--- src/rtl/hazard_scoreboard_pkg.sv ---
// Shared types and constants for the issue-stage hazard scoreboard.
package hazard_scoreboard_pkg;

  // Architectural register index.
  typedef logic [4:0] reg_idx_t;

  // Architectural register count (x0 is hardwired and never tracked).
  localparam int NUM_REGS = 32;

  // Reason(s) the decode instruction is being held, kept as one bundle for tracing.
  typedef struct packed {
    logic raw1;
    logic raw2;
    logic waw_full;
    logic cap_full;
  } hazard_cause_t;

endpackage

--- src/rtl/hazard_scoreboard_reg_pending_ctr.sv ---
// Per-register outstanding-write counter: saturating up/down with a sticky
// underflow error (a retire seen while nothing is outstanding).
module hazard_scoreboard_reg_pending_ctr #(
  parameter int MAX_PEND = 3,
  localparam int W = $clog2(MAX_PEND + 1)
) (
  input  logic         clk,
  input  logic         rst,
  input  logic         inc,
  input  logic         dec,
  output logic [W-1:0] count,
  output logic         zero,
  output logic         full,
  output logic         err
);

  logic [W-1:0] count_reg;
  logic         err_reg;
  logic         dec_ok;
  logic         inc_ok;

  assign zero   = (count_reg == '0);
  assign full   = (count_reg == W'(MAX_PEND));
  // A retire only counts when something is outstanding.
  assign dec_ok = dec && !zero;
  // Allocation into a full counter is only legal if a retire frees a slot this cycle.
  assign inc_ok = inc && (!full || dec_ok);

  assign count = count_reg;
  assign err   = err_reg;

  // Count update: simultaneous inc/dec cancel; underflow attempt latches err.
  always_ff @(posedge clk) begin
    if (rst) begin
      count_reg <= '0;
      err_reg   <= 1'b0;
    end else begin
      if (inc_ok && !dec_ok) begin
        count_reg <= count_reg + W'(1);
      end else if (dec_ok && !inc_ok) begin
        count_reg <= count_reg - W'(1);
      end
      if (dec && zero) begin
        err_reg <= 1'b1;
      end
    end
  end

endmodule

--- src/rtl/hazard_scoreboard.sv ---
// Issue-stage stall controller: tracks in-flight register writes, detects
// RAW/WAW/capacity hazards for the decode instruction, and drives stall/issue.
module hazard_scoreboard #(
  parameter int NUM_REGS     = hazard_scoreboard_pkg::NUM_REGS,
  parameter int MAX_PEND     = 3,
  parameter int MAX_INFLIGHT = 4,
  parameter int CNT_W        = 32
) (
  input  logic                                  clk,
  input  logic                                  rst,
  input  logic                                  id_valid,
  input  hazard_scoreboard_pkg::reg_idx_t       id_rs1,
  input  hazard_scoreboard_pkg::reg_idx_t       id_rs2,
  input  hazard_scoreboard_pkg::reg_idx_t       id_rd,
  input  logic                                  id_uses_rs1,
  input  logic                                  id_uses_rs2,
  input  logic                                  id_writes_rd,
  input  logic                                  wb_valid,
  input  hazard_scoreboard_pkg::reg_idx_t       wb_rd,
  input  logic                                  redirect,
  output logic                                  stall,
  output logic                                  issue,
  output logic [$clog2(MAX_INFLIGHT+1)-1:0]     inflight,
  output logic [CNT_W-1:0]                      stall_cycles,
  output logic                                  err
);

  import hazard_scoreboard_pkg::*;

  localparam int PW = $clog2(MAX_PEND + 1);
  localparam int IW = $clog2(MAX_INFLIGHT + 1);

  // Per-register status; bit 0 describes x0 and is constant.
  logic [NUM_REGS-1:0] pend_zero;
  logic [NUM_REGS-1:0] eff_nz;
  logic [NUM_REGS-1:0] eff_full;
  logic [NUM_REGS-1:0] ctr_err;

  hazard_cause_t  cause;
  logic           front_ok;
  logic           alloc;
  logic           ret_any;
  logic [IW-1:0]  inflight_reg;
  logic [IW-1:0]  inflight_next;
  logic [IW-1:0]  inflight_eff;
  logic [CNT_W-1:0] stall_cycles_reg;

  // x0 never holds a pending write and never reports an error.
  assign pend_zero[0] = 1'b1;
  assign eff_nz[0]    = 1'b0;
  assign eff_full[0]  = 1'b0;
  assign ctr_err[0]   = 1'b0;

  generate
    for (genvar gi = 1; gi < NUM_REGS; gi++) begin : g_reg
      logic [PW-1:0] pend;
      logic          full;
      logic          wb_hit;
      logic          alloc_hit;

      assign wb_hit    = wb_valid && (wb_rd == reg_idx_t'(gi));
      assign alloc_hit = alloc && (id_rd == reg_idx_t'(gi));

      hazard_scoreboard_reg_pending_ctr #(
        .MAX_PEND (MAX_PEND)
      ) u_ctr (
        .clk   (clk),
        .rst   (rst),
        .inc   (alloc_hit),
        .dec   (wb_hit),
        .count (pend),
        .zero  (pend_zero[gi]),
        .full  (full),
        .err   (ctr_err[gi])
      );

      // Effective pending count after a same-cycle writeback bypass.
      assign eff_nz[gi]   = !pend_zero[gi] && !(wb_hit && (pend == PW'(1)));
      assign eff_full[gi] = full && !wb_hit;
    end
  endgenerate

  // A writeback retires a tracked write only if that register has one outstanding.
  assign ret_any      = wb_valid && (wb_rd != '0) && !pend_zero[wb_rd];
  assign inflight_eff = inflight_reg - IW'(ret_any);

  // Hazard detection for the decode instruction.
  always_comb begin
    cause          = '0;
    cause.raw1     = id_uses_rs1 && (id_rs1 != '0) && eff_nz[id_rs1];
    cause.raw2     = id_uses_rs2 && (id_rs2 != '0) && eff_nz[id_rs2];
    cause.waw_full = id_writes_rd && (id_rd != '0) && eff_full[id_rd];
    cause.cap_full = id_writes_rd && (id_rd != '0) && (inflight_eff == IW'(MAX_INFLIGHT));
  end

  // Redirect squashes the decode slot, so it neither stalls nor issues.
  assign front_ok = !rst && id_valid && !redirect;
  assign stall    = front_ok && (cause != '0);
  assign issue    = front_ok && (cause == '0);
  assign alloc    = issue && id_writes_rd && (id_rd != '0);

  // Next total outstanding count; alloc and retire together leave it unchanged.
  always_comb begin
    inflight_next = inflight_reg;
    if (alloc && !ret_any) begin
      inflight_next = inflight_reg + IW'(1);
    end else if (ret_any && !alloc) begin
      inflight_next = inflight_reg - IW'(1);
    end
  end

  // Outstanding-write total and stall performance counter.
  always_ff @(posedge clk) begin
    if (rst) begin
      inflight_reg     <= '0;
      stall_cycles_reg <= '0;
    end else begin
      inflight_reg <= inflight_next;
      if (stall) begin
        stall_cycles_reg <= stall_cycles_reg + CNT_W'(1);
      end
    end
  end

  assign inflight     = inflight_reg;
  assign stall_cycles = stall_cycles_reg;
  // Each counter's flag is sticky and registered, so the OR is too.
  assign err          = |ctr_err;

endmodule

--- config.mk ---
export PLATFORM = sky130hd
export DESIGN_NAME = hazard_scoreboard
export DESIGN_NICKNAME = d
export VERILOG_FILES = /design/src/rtl/hazard_scoreboard_pkg.sv /design/src/rtl/hazard_scoreboard_reg_pending_ctr.sv /design/src/rtl/hazard_scoreboard.sv
export SDC_FILE = /design/constraint.sdc
export NUM_CORES = 1
export LEC_CHECK = 0
export ABC_CLOCK_PERIOD_IN_PS = 12700
export BUFFER_PORTS_ARGS = -buffer_cell sky130_fd_sc_hd__buf_2
export CAP_MARGIN = 25
export CORE_MARGIN = 1.5
export CORE_UTILIZATION = 55
export CTS_CLUSTER_DIAMETER = 60
export CTS_CLUSTER_SIZE = 8
export DETAILED_ROUTE_END_ITERATION = 6
export PLACE_DENSITY = 0.73
export RECOVER_POWER = 25
export SETUP_SLACK_MARGIN = 0.5
export SYNTH_ARGS = -nofsm -noshare
export SYNTH_HDL_FRONTEND = slang
export SYNTH_SLANG_ARGS = --single-unit
--- constraint.sdc ---
create_clock -name clk -period 12.7 [get_ports clk]
set_clock_uncertainty 0.05 [all_clocks]
set_input_delay 1.905 -clock clk [delete_from_list [all_inputs] [get_ports clk]]
set_output_delay 1.905 -clock clk [all_outputs]
set_load 0.01 [all_outputs]
Word level (Yosys, flattened, before mapping)
Cells that the tools add are included.
Word-level totals
  register bits after elaboration: 128
  input port bits: 28
  output and inout bits: 38
  word-level logic and storage cells: 950
Operators by class
  add/sub/neg operators: 66
  order comparisons: 4
  eq/ne operators: 125
  mux-type cells: 72
  reduce and logical (&&, ||, !) cells: 619
Operators by type and width (count)
  logical AND 1 bit: 327
  zero test 1 bit: 191
  equality test 5 bit, second input constant: 32
  two-way mux 2 bit: 62
  equality test 5 x 4 -> 1 bit, second input constant: 16
  nonzero test 2 bit: 32
  adder 2 x 1 -> 2 bit, second input constant: 31
  equality test 2 x 1 -> 1 bit, second input constant: 31
  equality test 2 bit, second input constant: 31
  zero test 2 bit: 31
  subtractor 2 x 1 -> 2 bit, second input constant: 31
  equality test 5 x 3 -> 1 bit, second input constant: 8
  adder 32 x 1 -> 32 bit, second input constant: 1
  logical OR 1 bit: 31
  OR reduction 31 bit: 1
  less-than comparator 5 x 6 -> 1 bit, second input constant: 4
  binary-select mux 1 bit (select 5 bit): 4
  equality test 5 x 2 -> 1 bit, second input constant: 4
  nonzero test 5 bit: 4
  equality test 5 x 1 -> 1 bit, second input constant: 2
  two-way mux 3 bit: 2
  zero test 4 bit: 1
  two-way mux 1 bit: 4
  nonzero test 4 bit: 1
  other kinds (4): 4

Longest topological paths before layout
Gate-level depths: netlist of run 1.
  word-level depth: 18
  depth in mapped cells: 24
  gate-level depth less buffers: 22

Modules after synthesis
A second synthesis of run 1 with hierarchy kept.
Unflattened totals
  cells, all modules: 1147
  area, all modules: 8833.5 µm²
Modules (own cells, without submodules)
  hazard_scoreboard_reg_pending_ctr: times used 31, cells each 17, area each 146.4 µm², seq. area each 60.1 µm²
  hazard_scoreboard: times used 1, cells each 620, area each 4295.4 µm², seq. area each 700.7 µm²

Worst setup path before layout of run 1
Ideal clock, no wire load.
  path kind: input to output
  start point: in wb_rd[0]
  end point: out issue
  arrival time: 5.193 ns
  data required time: 10.745 ns
  setup slack: 5.552 ns
  stages on the path: 15
  buffers on the path: 3
  cells stage by stage: buf_2 mux4_2 mux4_2 nand2_1 o211ai_1 inv_1 ha_1 or4b_2 o31a_1 o311ai_0 nor4_1 clkbuf_1 clkbuf_1 nand2_1 nor2_1
Between the ends
  cells in the longest elaborated chain, start to end: 10
  elaborated cells between the ends (all ways): 237
RTL lines
  from (decl): RTL line hazard_scoreboard.sv:19  | input hazard_scoreboard_pkg::reg_idx_t wb_rd,
  branches (longest 8 deep; another with subtractor 3 x 1 -> 3 bit)
  zero test 4 bit (*): RTL line hazard_scoreboard.sv:99  | assign issue = front_ok && (cause == '0);
  logical AND 1 bit (*): RTL line hazard_scoreboard.sv:99
  to (decl): RTL line hazard_scoreboard.sv:22  | output logic issue,
Every way passes the cells marked *. The select of a mux whose other input is x is not followed.

Worst setup path after layout of run 1
  start point: in wb_rd[0]
  end point: out stall
Between the ends
  cells in the longest elaborated chain, start to end: 10
  elaborated cells between the ends (all ways): 237
RTL lines
  branches (longest 8 deep; another with subtractor 3 x 1 -> 3 bit)
  nonzero test 4 bit (*): RTL line hazard_scoreboard.sv:98  | assign stall = front_ok && (cause != '0);
  logical AND 1 bit (*): RTL line hazard_scoreboard.sv:98
  to (decl): RTL line hazard_scoreboard.sv:21  | output logic stall,
Marked as above.

==> flow_summary_export.csv, run 1 <==
group,metric,value,unit
outcome,status,"completed",
synthesis,synth_flop_cell,"sky130_fd_sc_hd__dfxtp_1",
placed_design,dpl.hpwl,19.8,mm
timing,max_slew.worst_pin.slew,1.40,ns
pwr,leakage,0.00432,uW
global_routing,grt_start_max_net_pins,83,
floorplanning,overall_die_width,137,um
cells_and_area,final_util,61.7,%
global_routing,number_of_antenna_violations_at_the_first_check_in_global_routing,0,
synthesis,synth-edff-count,0,
route,avgRoutedWirePerCell,19.7,um
cells_and_area,syn2layout_area_growth,8.70,%
timing,max_freq,0.123,GHz
worst_setup_path,timing.reg2reg.setup_slack,7.07,ns
pwr,pwr-share-seq,41.2,%
global_routing,grt.busiest_layer,"met2",
global_routing,grt.met2_usage,48.1,%
cts,insertion_delay_to_the_later_sink_of_the_worst_skew_pair,0.43,ns
synthesis,count_leader_synth,"sky130_fd_sc_hd__nor2_1",
pwr,vdd_ir_drop_max,97.3,uV
cells_and_area,diodes,0,
job,cap_violations,0,
cells_and_area,share_of_layout_cells_above_drive_strength_1,11.9,%
timing,rsz0062_at_grt,"false",
global_routing,grt_use_met3,6.19,%
min_path,hold_path.class,"reg -> reg",
synthesis,netlist_area,9890,um^2
global_routing,globalRouteTotalUtil,30.3,%
route,first_iter_violations,949,
cells_and_area,final_nets,1330,
synthesis,syn_nets,1310,
worst_setup_path,regToRegStartpoint,"g_reg[27].u_ctr.count[0]",
timing,setup_viol_count_final,0,
synthesis,synth_seq_area_share,25.9,%
synthesis,ys_top_cells_by_count,"168 x sky130_fd_sc_hd__nor2_1, 128 x sky130_fd_sc_hd__dfxtp_1, 127 x sky130_fd_sc_hd__ha_1",
timing,timing.final.hold_violations,0,
worst_setup_path,required,10.74,ns
route,drt.antenna.violating_nets,0,
timing,final-max-slew-violation-count,0,
synthesis,yosysTopAreaCell,"sky130_fd_sc_hd__dfxtp_1",
floorplanning,die_h,137,um
global_routing,number_of_global_route_vias_before_repair,8265,
floorplanning,core_area,17400,um^2
worst_setup_path,worst_setup_sp_type,"input port",
worst_setup_path,signal_arrival_time_at_the_worst_endpoint,6.19,ns
cts,clkSinkCount,128,
min_path,min_path_cells,2,
synthesis,synth_area_per_cell,8.57,um^2
cts,ctsHtreeMaxLevel,4,
synthesis,yosys.area.top_type_share,25.9,%
route,finalWirelength,27.8,mm
pwr,clock_power_share,48.6,%
timing,layout_worst_path_cycle_share,64.1,%
timing,timing.max_slew.rel_slack,6.07,%
cts,cts_hold_buffers,0,
cts,clock_tree.root_cell,"sky130_fd_sc_hd__clkbuf_16",
worst_setup_path,r2r_end,"g_reg[29].u_ctr.count[1]",
cts,number_of_buffers_added_by_the_clock_tree_synthesis_step,17,
pwr,p_comb_share,10.3,%
global_routing,grt_total_ovfl,0,
cells_and_area,final-seq-area,2560,um^2
worst_setup_path,worst_path_max_fanout,17,
cts,cts-resized-gates,0,
cells_and_area,number_of_inserted_filler_cells_in_the_final_layout,1554,
min_path,hold-path-endpoint,"g_reg[17].u_ctr.err",
worst_setup_path,reg2reg_depth,19,
cells_and_area,stdcell_area,10800,um^2
cts,cts_setup_buffers,0,
route,num_vias,8951,
placed_design,port_buffers,65,
cells_and_area,multi_input_area,6730,um^2
synthesis,ys_ff_latch,128,
global_routing,grt_first_pass_wirelength,44.0,mm
route,drt_first_pass_iters,6,
pwr,power-per-cell-area,92.1,nW/um^2
min_path,worst_hold_start,"g_reg[17].u_ctr.err",
floorplanning,floorplan.io_pins,66,
synthesis,syn-instance-count,1154,
synthesis,post_synth_main_area_contributors,"sky130_fd_sc_hd__dfxtp_1 26%, sky130_fd_sc_hd__ha_1 16%, sky130_fd_sc_hd__nor2_1 6.4%",
synthesis,yosysWarnings,0,
cells_and_area,largest_reg_flops,62,
floorplanning,initial_utilization,56.8,%
floorplanning,placement_rows,48,
pwr,cell_internal_pwr,723,uW
synthesis,postSynth.asyncResetShare,0,%
route,remaining_design_rule_violation_count,0,
placed_design,post_dp_cell_area,10200,um^2
global_routing,grt_util_met1,38.8,%
worst_setup_path,critical_path_class,"in -> out",
pwr,netSwitchingPower,267,uW
pwr,switching_share,27.0,%
floorplanning,die-area,18800,um^2
timing,finalWorstPathRequiredPeriod,8.15,ns
timing,tns,0,ns
cts,path_clk_slew,0.06,ns
route,vias_per_cell,6.35,
cts,cts_tree,"done",
placed_design,place.gp.congestion,1.00,
cts,cts_max_path_buffers,2,
synthesis,yosys.cell_types.count,77,
worst_setup_path,setup.worst_path.end_class,"output port",
[critical path: stages]
cell	delay, ns
sky130_fd_sc_hd__clkbuf_1	0.72
sky130_fd_sc_hd__nand2b_1	0.63
sky130_fd_sc_hd__nor2_1	0.25
sky130_fd_sc_hd__a211oi_1	0.07
sky130_fd_sc_hd__a211oi_1	0.26
sky130_fd_sc_hd__a21o_1	0.14
sky130_fd_sc_hd__o211ai_1	0.14
sky130_fd_sc_hd__inv_1	0.09
sky130_fd_sc_hd__ha_1	0.22
sky130_fd_sc_hd__or4b_2	0.20
sky130_fd_sc_hd__o31a_1	0.11
sky130_fd_sc_hd__o311ai_0	0.19
sky130_fd_sc_hd__or4_4	0.60
sky130_fd_sc_hd__o21ai_0	0.43
sky130_fd_sc_hd__inv_1	0.07
sky130_fd_sc_hd__buf_2	0.15
[power by group through the flow]
stage	logic [uW]	clock network (uW)	registers, uW
2_1_floorplan	66.1	0	416
3_5_place_dp	98.2	0	416
6_report	101	481	408
5_1_grt	108	502	408
4_1_cts	98.5	484	407
3_3_place_gp	97.4	0	416
[layout make-up]
cell class	instances	share of cell area (%)
Sequential cell	128	23.8
Inverter	75	2.62
Clock inverter	11	1.09
Timing Repair Buffer	72	3.14
Multi-Input combinational cell	880	62.6
Tap cell	225	2.62
Clock buffer	19	4.12
[through the flow]
stage	power [uW]	cells	hold slack [ns]	setup WS [ns]
global route	1020	1410	0.445	4.17
detailed placement	514	1380	0.405	4.99
finish	990	1410	0.419	4.55
global placement	513	1380	0.398	5.12
floorplan	482	1154	0.378	5.55
CTS	989	1410	0.417	4.98
[worst max-delay path by stage]
stage | startpoint | endpoint | cells past startpoint
after floorplan | wb_rd[0] | issue | 15
after global placement | wb_rd[1] | stall | 16
after detailed placement | wb_rd[1] | stall | 16
after CTS | wb_rd[1] | stall | 16
after global routing | wb_rd[0] | stall | 17
final | wb_rd[0] | stall | 16
[cell families after synthesis]
family / after synthesis / synth area share (%)
fa+ha+maj: 128 / 16.3
buf+inv: 146 / 6.17
compound gates: 238 / 18.0
simple gates: 396 / 20.7
xor+xnor: 66 / 5.85
mux: 52 / 7.05
flops: 128 / 25.9
[placed cells by master (no fill, tap or decap), drive strengths merged, types with 21 or more instances in the layout]
cell,count
a2111oi,28
a211oi,33
a21oi,40
a31oi,54
buf,40
clkbuf,51
dfxtp,128
ha,127
inv,74
mux2,31
nand2,43
nor2,169
nor2b,38
o21ai,21
or3,32
xor2,65
[layer usage]
metal  vias up  wire length (um)
met3        96              2390
met5         -                 0
li1       4199                 -
met1      4175             11600
met4         0              1380
met2       481             12400
Power figures use the tool's default switching activity.
==> run 2: changes to the inputs <==
ABC_AREA = 1   (was not set)
ABC_CLOCK_PERIOD_IN_PS = 6700   (was 12700)
PLACE_DENSITY = 0.76   (was 0.73)
clock period = 6.7 ns   (was 12.7 ns; I/O delays follow)
==> run 2 against run 1 <==
The flow now finishes with violations (max-capacitance violations, max-slew violations). Flip-flop and latch count unchanged. Synthesized cell count up 30%. Worst hold slack worse by 0.011 ns. Global-route usage up 1.9 points. Die area up 1.1%.
==> flow_summary_export.csv, run 2 <==
group,metric,value,unit
placed_design,port_buffers,65,
placed_design,place.gp.congestion,1.00,
floorplanning,overall_die_width,138,um
synthesis,netlist_area,10000,um^2
cts,cts_hold_buffers,0,
synthesis,post_synth_main_area_contributors,"sky130_fd_sc_hd__dfxtp_1 26%, sky130_fd_sc_hd__ha_1 16%, sky130_fd_sc_hd__nand2_1 11%",
synthesis,syn-instance-count,1500,
cts,cts_tree,"done",
outcome,status,"finished, violations left",
worst_setup_path,reg2reg_depth,25,
route,drt.antenna.violating_nets,0,
global_routing,number_of_global_route_vias_before_repair,9127,
cts,ctsHtreeMaxLevel,4,
cts,clkSinkCount,128,
synthesis,synth-edff-count,0,
timing,finalWorstPathRequiredPeriod,5.31,ns
floorplanning,initial_utilization,55.9,%
worst_setup_path,critPathMostFrequentCell,"sky130_fd_sc_hd__nand2_1",
worst_setup_path,crit_path_max_incr_delay,0.82,ns
min_path,min_path_cells,2,
synthesis,yosys.area.top_type_share,25.6,%
min_path,hold_path.class,"reg -> reg",
worst_setup_path,path_delay_family,"simple AND/OR/NAND/NOR gates",
synthesis,postSynth.asyncResetShare,0,%
cells_and_area,most_common_cell_after_layout_fill_and_taps_aside,"sky130_fd_sc_hd__nand2_1",
worst_setup_path,cp.buffers_inverters,6,
cts,cts_setup_buffers,0,
cells_and_area,stdcell_area,11000,um^2
timing,layout_worst_path_cycle_share,79.2,%
job,cap_violations,1,
synthesis,synth_area_per_cell,6.67,um^2
global_routing,grt_total_ovfl,0,
timing,max_slew.worst_pin.slew,3.23,ns
cells_and_area,syn2layout_area_growth,9.81,%
floorplanning,core_area,17900,um^2
worst_setup_path,worst_setup_sp_type,"input port",
floorplanning,floorplan.io_pins,66,
timing,setup_viol_count_final,0,
cells_and_area,final_nets,1704,
synthesis,yosysWarnings,0,
pwr,vdd_ir_drop_max,184,uV
cts,insertion_delay_to_the_later_sink_of_the_worst_skew_pair,0.43,ns
worst_setup_path,setup.worst_path.end_class,"output port",
worst_setup_path,required,5.64,ns
pwr,leakage,0.00500,uW
worst_setup_path,critical_path_class,"in -> out",
route,drt_first_pass_iters,6,
cells_and_area,diodes,0,
worst_setup_path,cell_by_cell_trace_of_the_critical_path,"clkbuf_1, inv_1, nor2_1, buf_4, nand3_1, nand2_1, nand2_1, nand2_1, o21ai_0, nand2_1, nor2_1, nor2_1, nand2_1, nand2_1, nand3_2, buf_4, nand2_4, inv_1, buf_2",
synthesis,ys_ff_latch,128,
worst_setup_path,regToRegStartpoint,"g_reg[6].u_ctr.count[0]",
timing,timing.max_slew.rel_slack,-115,%
timing,final-max-slew-violation-count,74,
synthesis,synth_flop_cell,"sky130_fd_sc_hd__dfxtp_1",
route,num_vias,10084,
cells_and_area,share_of_layout_cells_above_drive_strength_1,5.96,%
worst_setup_path,crit_cells,19,
cts,path_clk_slew,0.06,ns
synthesis,yosys.cell_types.count,37,
route,vias_per_cell,5.64,
cells_and_area,layout.cells.most_common_list,"307 x sky130_fd_sc_hd__nand2_1, 219 x sky130_fd_sc_hd__inv_1, 204 x sky130_fd_sc_hd__nand3_1",
cts,number_of_buffers_added_by_the_clock_tree_synthesis_step,17,
floorplanning,die_h,138,um
cts,cts_max_path_buffers,2,
floorplanning,die-area,19000,um^2
cells_and_area,largest_reg_flops,62,
synthesis,synth_seq_area_share,25.6,%
timing,max_freq,0.188,GHz
worst_setup_path,worst_path_max_fanout,34,
min_path,worst_hold_start,"g_reg[5].u_ctr.err",
pwr,power-per-cell-area,171,nW/um^2
global_routing,grt_start_max_net_pins,74,
cts,clock_tree.root_cell,"sky130_fd_sc_hd__clkbuf_16",
route,remaining_design_rule_violation_count,0,
timing,tns,0,ns
route,avgRoutedWirePerCell,16.9,um
placed_design,dpl.hpwl,22.5,mm
worst_setup_path,signal_arrival_time_at_the_worst_endpoint,4.25,ns
route,first_iter_violations,1113,
timing,rsz0062_at_grt,"false",
global_routing,globalRouteTotalUtil,32.2,%
cts,cts-resized-gates,0,
synthesis,count_leader_synth,"sky130_fd_sc_hd__nand2_1",
synthesis,syn_nets,1656,
timing,timing.final.hold_violations,0,
worst_setup_path,cp_slowest_cell,"sky130_fd_sc_hd__nor2_1",
placed_design,post_dp_cell_area,10500,um^2
worst_setup_path,crit_start,"wb_valid",
cells_and_area,number_of_inserted_filler_cells_in_the_final_layout,1710,
route,finalWirelength,30.3,mm
synthesis,ys_top_cells_by_count,"306 x sky130_fd_sc_hd__nand2_1, 219 x sky130_fd_sc_hd__inv_1, 204 x sky130_fd_sc_hd__nand3_1",
outcome,violations,"max-capacitance violations, max-slew violations",
floorplanning,placement_rows,49,
synthesis,yosysTopAreaCell,"sky130_fd_sc_hd__dfxtp_1",
global_routing,grt_first_pass_wirelength,46.9,mm
global_routing,number_of_antenna_violations_at_the_first_check_in_global_routing,0,
[run 2: changes by cell type in the layout (fill, tap and decap cells not counted), moves of 36 or more]
cell	previous run	this run
sky130_fd_sc_hd__a21oi_1	40	108
sky130_fd_sc_hd__a31oi_1	53	0
sky130_fd_sc_hd__inv_1	74	219
sky130_fd_sc_hd__nand2_1	43	307
sky130_fd_sc_hd__nand3_1	13	204
sky130_fd_sc_hd__nor2_1	169	111
sky130_fd_sc_hd__nor2b_1	38	0
sky130_fd_sc_hd__nor3_1	10	46
sky130_fd_sc_hd__o21ai_0	20	57
sky130_fd_sc_hd__xnor2_1	1	39
[run 2: worst min-delay path, stage by stage, from the launching register on]
cell and delay (ns):
sky130_fd_sc_hd__dfxtp_1 0.29, sky130_fd_sc_hd__inv_1 0.06, sky130_fd_sc_hd__a21oi_1 0.06
[run 2: kinds of logic (layout without fill, tap and decap cells)]
family / Yosys count / after routing / synth area share (%)
buffers and inverters: 270 / 330 / 10.5
xor gates and xnor gates: 83 / 83 / 7.27
DFF: 128 / 128 / 25.6
AOI/OAI and AO/OA: 188 / 188 / 9.91
and+or+nand+nor: 703 / 703 / 30.6
adders and majority gates: 128 / 128 / 16.1
[run 2: where the power goes]
group          leakage (uW)  internal (uW)  switching, uW
Sequential          0.00103            768           6.02
Clock              0.000270            519            384
Combinational       0.00370           51.3            149
[run 2: area by class of cell]
| class | count | area (um^2) | area share, % |
|---|---|---|---|
| multi-input cells | 1102 | 6380 | 58.1 |
| flip-flops and latches | 128 | 2560 | 23.3 |
| repair buffers | 74 | 358 | 3.26 |
| clock buffers | 19 | 443 | 4.03 |
| well taps | 229 | 287 | 2.61 |
| inverters | 225 | 845 | 7.69 |
| clock inverters | 12 | 109 | 0.991 |
[run 2: worst paths after layout]
check,to,slack [ns]
setup / recovery,stall,1.39
hold reg to reg,g_reg[5].u_ctr.err,0.41
setup reg to reg,inflight[2],2.64
hold / removal,g_reg[5].u_ctr.err,0.41
[run 2: per-stage QoR]
step                      setup slack, ns  total power (uW)  util [%]  instances  hold slack [ns]
final                                1.39              1880      61.4       1789            0.408
after global routing                 1.14              1920      61.4       1789            0.423
after CTS                            1.58              1880      61.6       1789            0.410
after detailed placement             1.59               986      58.5       1758            0.400
after global placement               1.74               984      58.5       1758            0.392
after floorplan                      2.53               916         -       1500            0.385
[run 2: metal layers]
metal	GRT usage, %	vias up	share of wire [%]
li1	-	4944	-
met4	13.1	0	3.2
met1	42.0	4625	43
met3	4.68	77	7.7
met2	53.4	438	46
met5	0	-	0
==> run 3: changes to the inputs <==
ABC_CLOCK_PERIOD_IN_PS = 4900   (was 6700)
PLACE_DENSITY = 0.73   (was 0.76)
clock period = 4.9 ns   (was 6.7 ns; I/O delays follow)
==> run 3 against run 2 <==
The run ends with design-rule violations, max-capacitance violations, max-slew violations left. Via count shrank 0.72%. Sequential power increased by 37%. Clock-buffer cell count increased by 3. Routed wire length is 0.95% lower. Largest cell class unchanged.
==> flow_summary_export.csv, run 3 (synthesis results as in run 2) <==
group,metric,value,unit
global_routing,grt_start_max_net_pins,76,
global_routing,grt_first_pass_wirelength,46.4,mm
job,cap_violations,1,
outcome,violations,"design-rule violations, max-capacitance violations, max-slew violations",
timing,finalWorstPathRequiredPeriod,4.16,ns
floorplanning,core_area,17900,um^2
route,num_vias,10011,
global_routing,number_of_antenna_violations_at_the_first_check_in_global_routing,0,
route,remaining_design_rule_violation_count,6,
worst_setup_path,reg2reg_depth,25,
floorplanning,placement_rows,49,
cts,number_of_buffers_added_by_the_clock_tree_synthesis_step,17,
pwr,vdd_ir_drop_max,229,uV
floorplanning,initial_utilization,55.9,%
cts,path_clk_slew,0.06,ns
floorplanning,die-area,19000,um^2
min_path,min_path_cells,2,
cells_and_area,most_common_cell_after_layout_fill_and_taps_aside,"sky130_fd_sc_hd__nand2_1",
worst_setup_path,regToRegStartpoint,"g_reg[6].u_ctr.count[0]",
worst_setup_path,worst_path_max_fanout,5,
placed_design,place.gp.congestion,1.00,
worst_setup_path,worst_setup_sp_type,"flip-flop",
cts,clock_tree.root_cell,"sky130_fd_sc_hd__clkbuf_16",
route,drt_first_pass_iters,7,
min_path,worst_hold_start,"g_reg[3].u_ctr.err",
worst_setup_path,required,4.12,ns
outcome,status,"finished, violations left",
worst_setup_path,timing.reg2reg.setup_slack,0.98,ns
floorplanning,floorplan.io_pins,66,
timing,final-max-slew-violation-count,76,
timing,timing.max_slew.rel_slack,-128,%
route,vias_per_cell,5.58,
cells_and_area,largest_reg_flops,62,
pwr,leakage,0.00506,uW
pwr,power-per-cell-area,239,nW/um^2
timing,setup_viol_count_final,0,
route,first_iter_violations,969,
global_routing,number_of_global_route_vias_before_repair,8877,
worst_setup_path,r2r_end,"inflight[2]",
cts,cts_hold_buffers,0,
cells_and_area,share_of_layout_cells_above_drive_strength_1,6.64,%
route,finalWirelength,30.0,mm
pwr,totalPowerFinal,2660,uW
cells_and_area,layout.cells.most_common_list,"306 x sky130_fd_sc_hd__nand2_1, 218 x sky130_fd_sc_hd__inv_1, 204 x sky130_fd_sc_hd__nand3_1",
placed_design,dpl.hpwl,22.2,mm
worst_setup_path,signal_arrival_time_at_the_worst_endpoint,3.38,ns
placed_design,pre_cts_slack,0.562,ns
cells_and_area,diodes,0,
global_routing,globalRouteTotalUtil,31.8,%
timing,tns,0,ns
cells_and_area,final_nets,1710,
route,avgRoutedWirePerCell,16.7,um
cells_and_area,syn2layout_area_growth,11.0,%
cells_and_area,number_of_inserted_filler_cells_in_the_final_layout,1743,
floorplanning,overall_die_width,138,um
cts,cts_max_path_buffers,2,
min_path,hold-path-endpoint,"g_reg[3].u_ctr.err",
worst_setup_path,critical_path_class,"reg -> out",
timing,rsz0062_at_grt,"true",
cts,cts_tree,"done",
cts,ctsHtreeMaxLevel,4,
cts,clkSinkCount,128,
worst_setup_path,setup.worst_path.end_class,"output port",
timing,fin_ws,0.737,ns
cts,insertion_delay_to_the_later_sink_of_the_worst_skew_pair,0.43,ns
placed_design,port_buffers,65,
timing,max_freq,0.240,GHz
timing,timing.final.hold_violations,0,
timing,layout_worst_path_cycle_share,85.0,%
route,drt.antenna.violating_nets,0,
timing,max_slew.worst_pin.slew,3.42,ns
min_path,hold_path.class,"reg -> reg",
global_routing,grt_total_ovfl,0,
floorplanning,die_h,138,um
-- run 3: cell count changes in the layout (fill, tap and decap cells not counted), moves of 2 or more --
cell                        delta
sky130_fd_sc_hd__buf_2         +3
sky130_fd_sc_hd__buf_4         +4
sky130_fd_sc_hd__bufinv_16     +2
sky130_fd_sc_hd__clkbuf_1      -2
sky130_fd_sc_hd__clkinv_2      -2
sky130_fd_sc_hd__inv_6         -2
-- run 3: routing by layer --
layer / GRT usage [%] / routed length (um)
met1: 42.0 / 13300
met2: 52.4 / 13700
met4: 10.5 / 902
met3: 5.74 / 2130
met5: 0 / 0
-- run 3: power by group --
| group | internal, uW | switching, uW |
|---|---|---|
| registers | 1050 | 8.72 |
| clock network | 825 | 495 |
| logic | 74.2 | 208 |
-- run 3: what timing repair did --
item / in CTS / in global routing
setup endpoints to repair: 0 / 2
gates resized for setup: 0 / 7
buffers inserted: 0 / 2
-- run 3: worst max path at each step --
stage	start	endpoint	slack (ns)
finish	g_reg[6].u_ctr.count[0]	stall	0.74
global route	g_reg[15].u_ctr.count[0]	stall	0.49
CTS	wb_rd[1]	stall	0.55
detailed placement	wb_rd[1]	inflight[2]	0.56
global placement	wb_rd[1]	issue	0.67
floorplan	wb_rd[0]	inflight[2]	1.0
-- run 3: stage by stage --
| step | instances | util (%) | hold WS [ns] | cell area (um^2) |
|---|---|---|---|---|
| 3_5_place_dp | 1761 | 58.7 | 0.400 | 10500 |
| 6_report | 1795 | 62.0 | 0.412 | 11100 |
| 5_1_grt | 1795 | 62.0 | 0.429 | 11100 |
| 3_3_place_gp | 1761 | 58.7 | 0.394 | 10500 |
| 4_1_cts | 1792 | 62.0 | 0.409 | 11100 |
| 2_1_floorplan | 1500 | - | 0.385 | 10000 |
-- run 3: worst max-delay path, stage by stage, from the launching register on --
cell,delay [ns]
sky130_fd_sc_hd__dfxtp_1,0.36
sky130_fd_sc_hd__inv_1,0.08
sky130_fd_sc_hd__ha_1,0.21
sky130_fd_sc_hd__inv_1,0.18
sky130_fd_sc_hd__o22ai_1,0.11
sky130_fd_sc_hd__o21ai_0,0.17
sky130_fd_sc_hd__nand2_1,0.07
sky130_fd_sc_hd__a211oi_1,0.21
sky130_fd_sc_hd__nand3_1,0.10
sky130_fd_sc_hd__a21o_1,0.21
sky130_fd_sc_hd__inv_1,0.06
sky130_fd_sc_hd__ha_1,0.22
sky130_fd_sc_hd__o211ai_1,0.08
sky130_fd_sc_hd__a21oi_1,0.06
sky130_fd_sc_hd__nor2_1,0.12
sky130_fd_sc_hd__nand2_1,0.05
sky130_fd_sc_hd__nand2_1,0.10
sky130_fd_sc_hd__nand3_2,0.22
sky130_fd_sc_hd__nand2_8,0.16
sky130_fd_sc_hd__inv_1,0.05
sky130_fd_sc_hd__buf_2,0.13
-- run 3: cell type report --
class	instances	area, um^2	area share (%)
inverters	225	845	7.60
repair buffers	79	413	3.72
well taps	229	287	2.58
flip-flops and latches	128	2560	23.1
clock buffers	22	464	4.18
multi-input cells	1103	6400	57.6
clock inverters	9	133	1.19
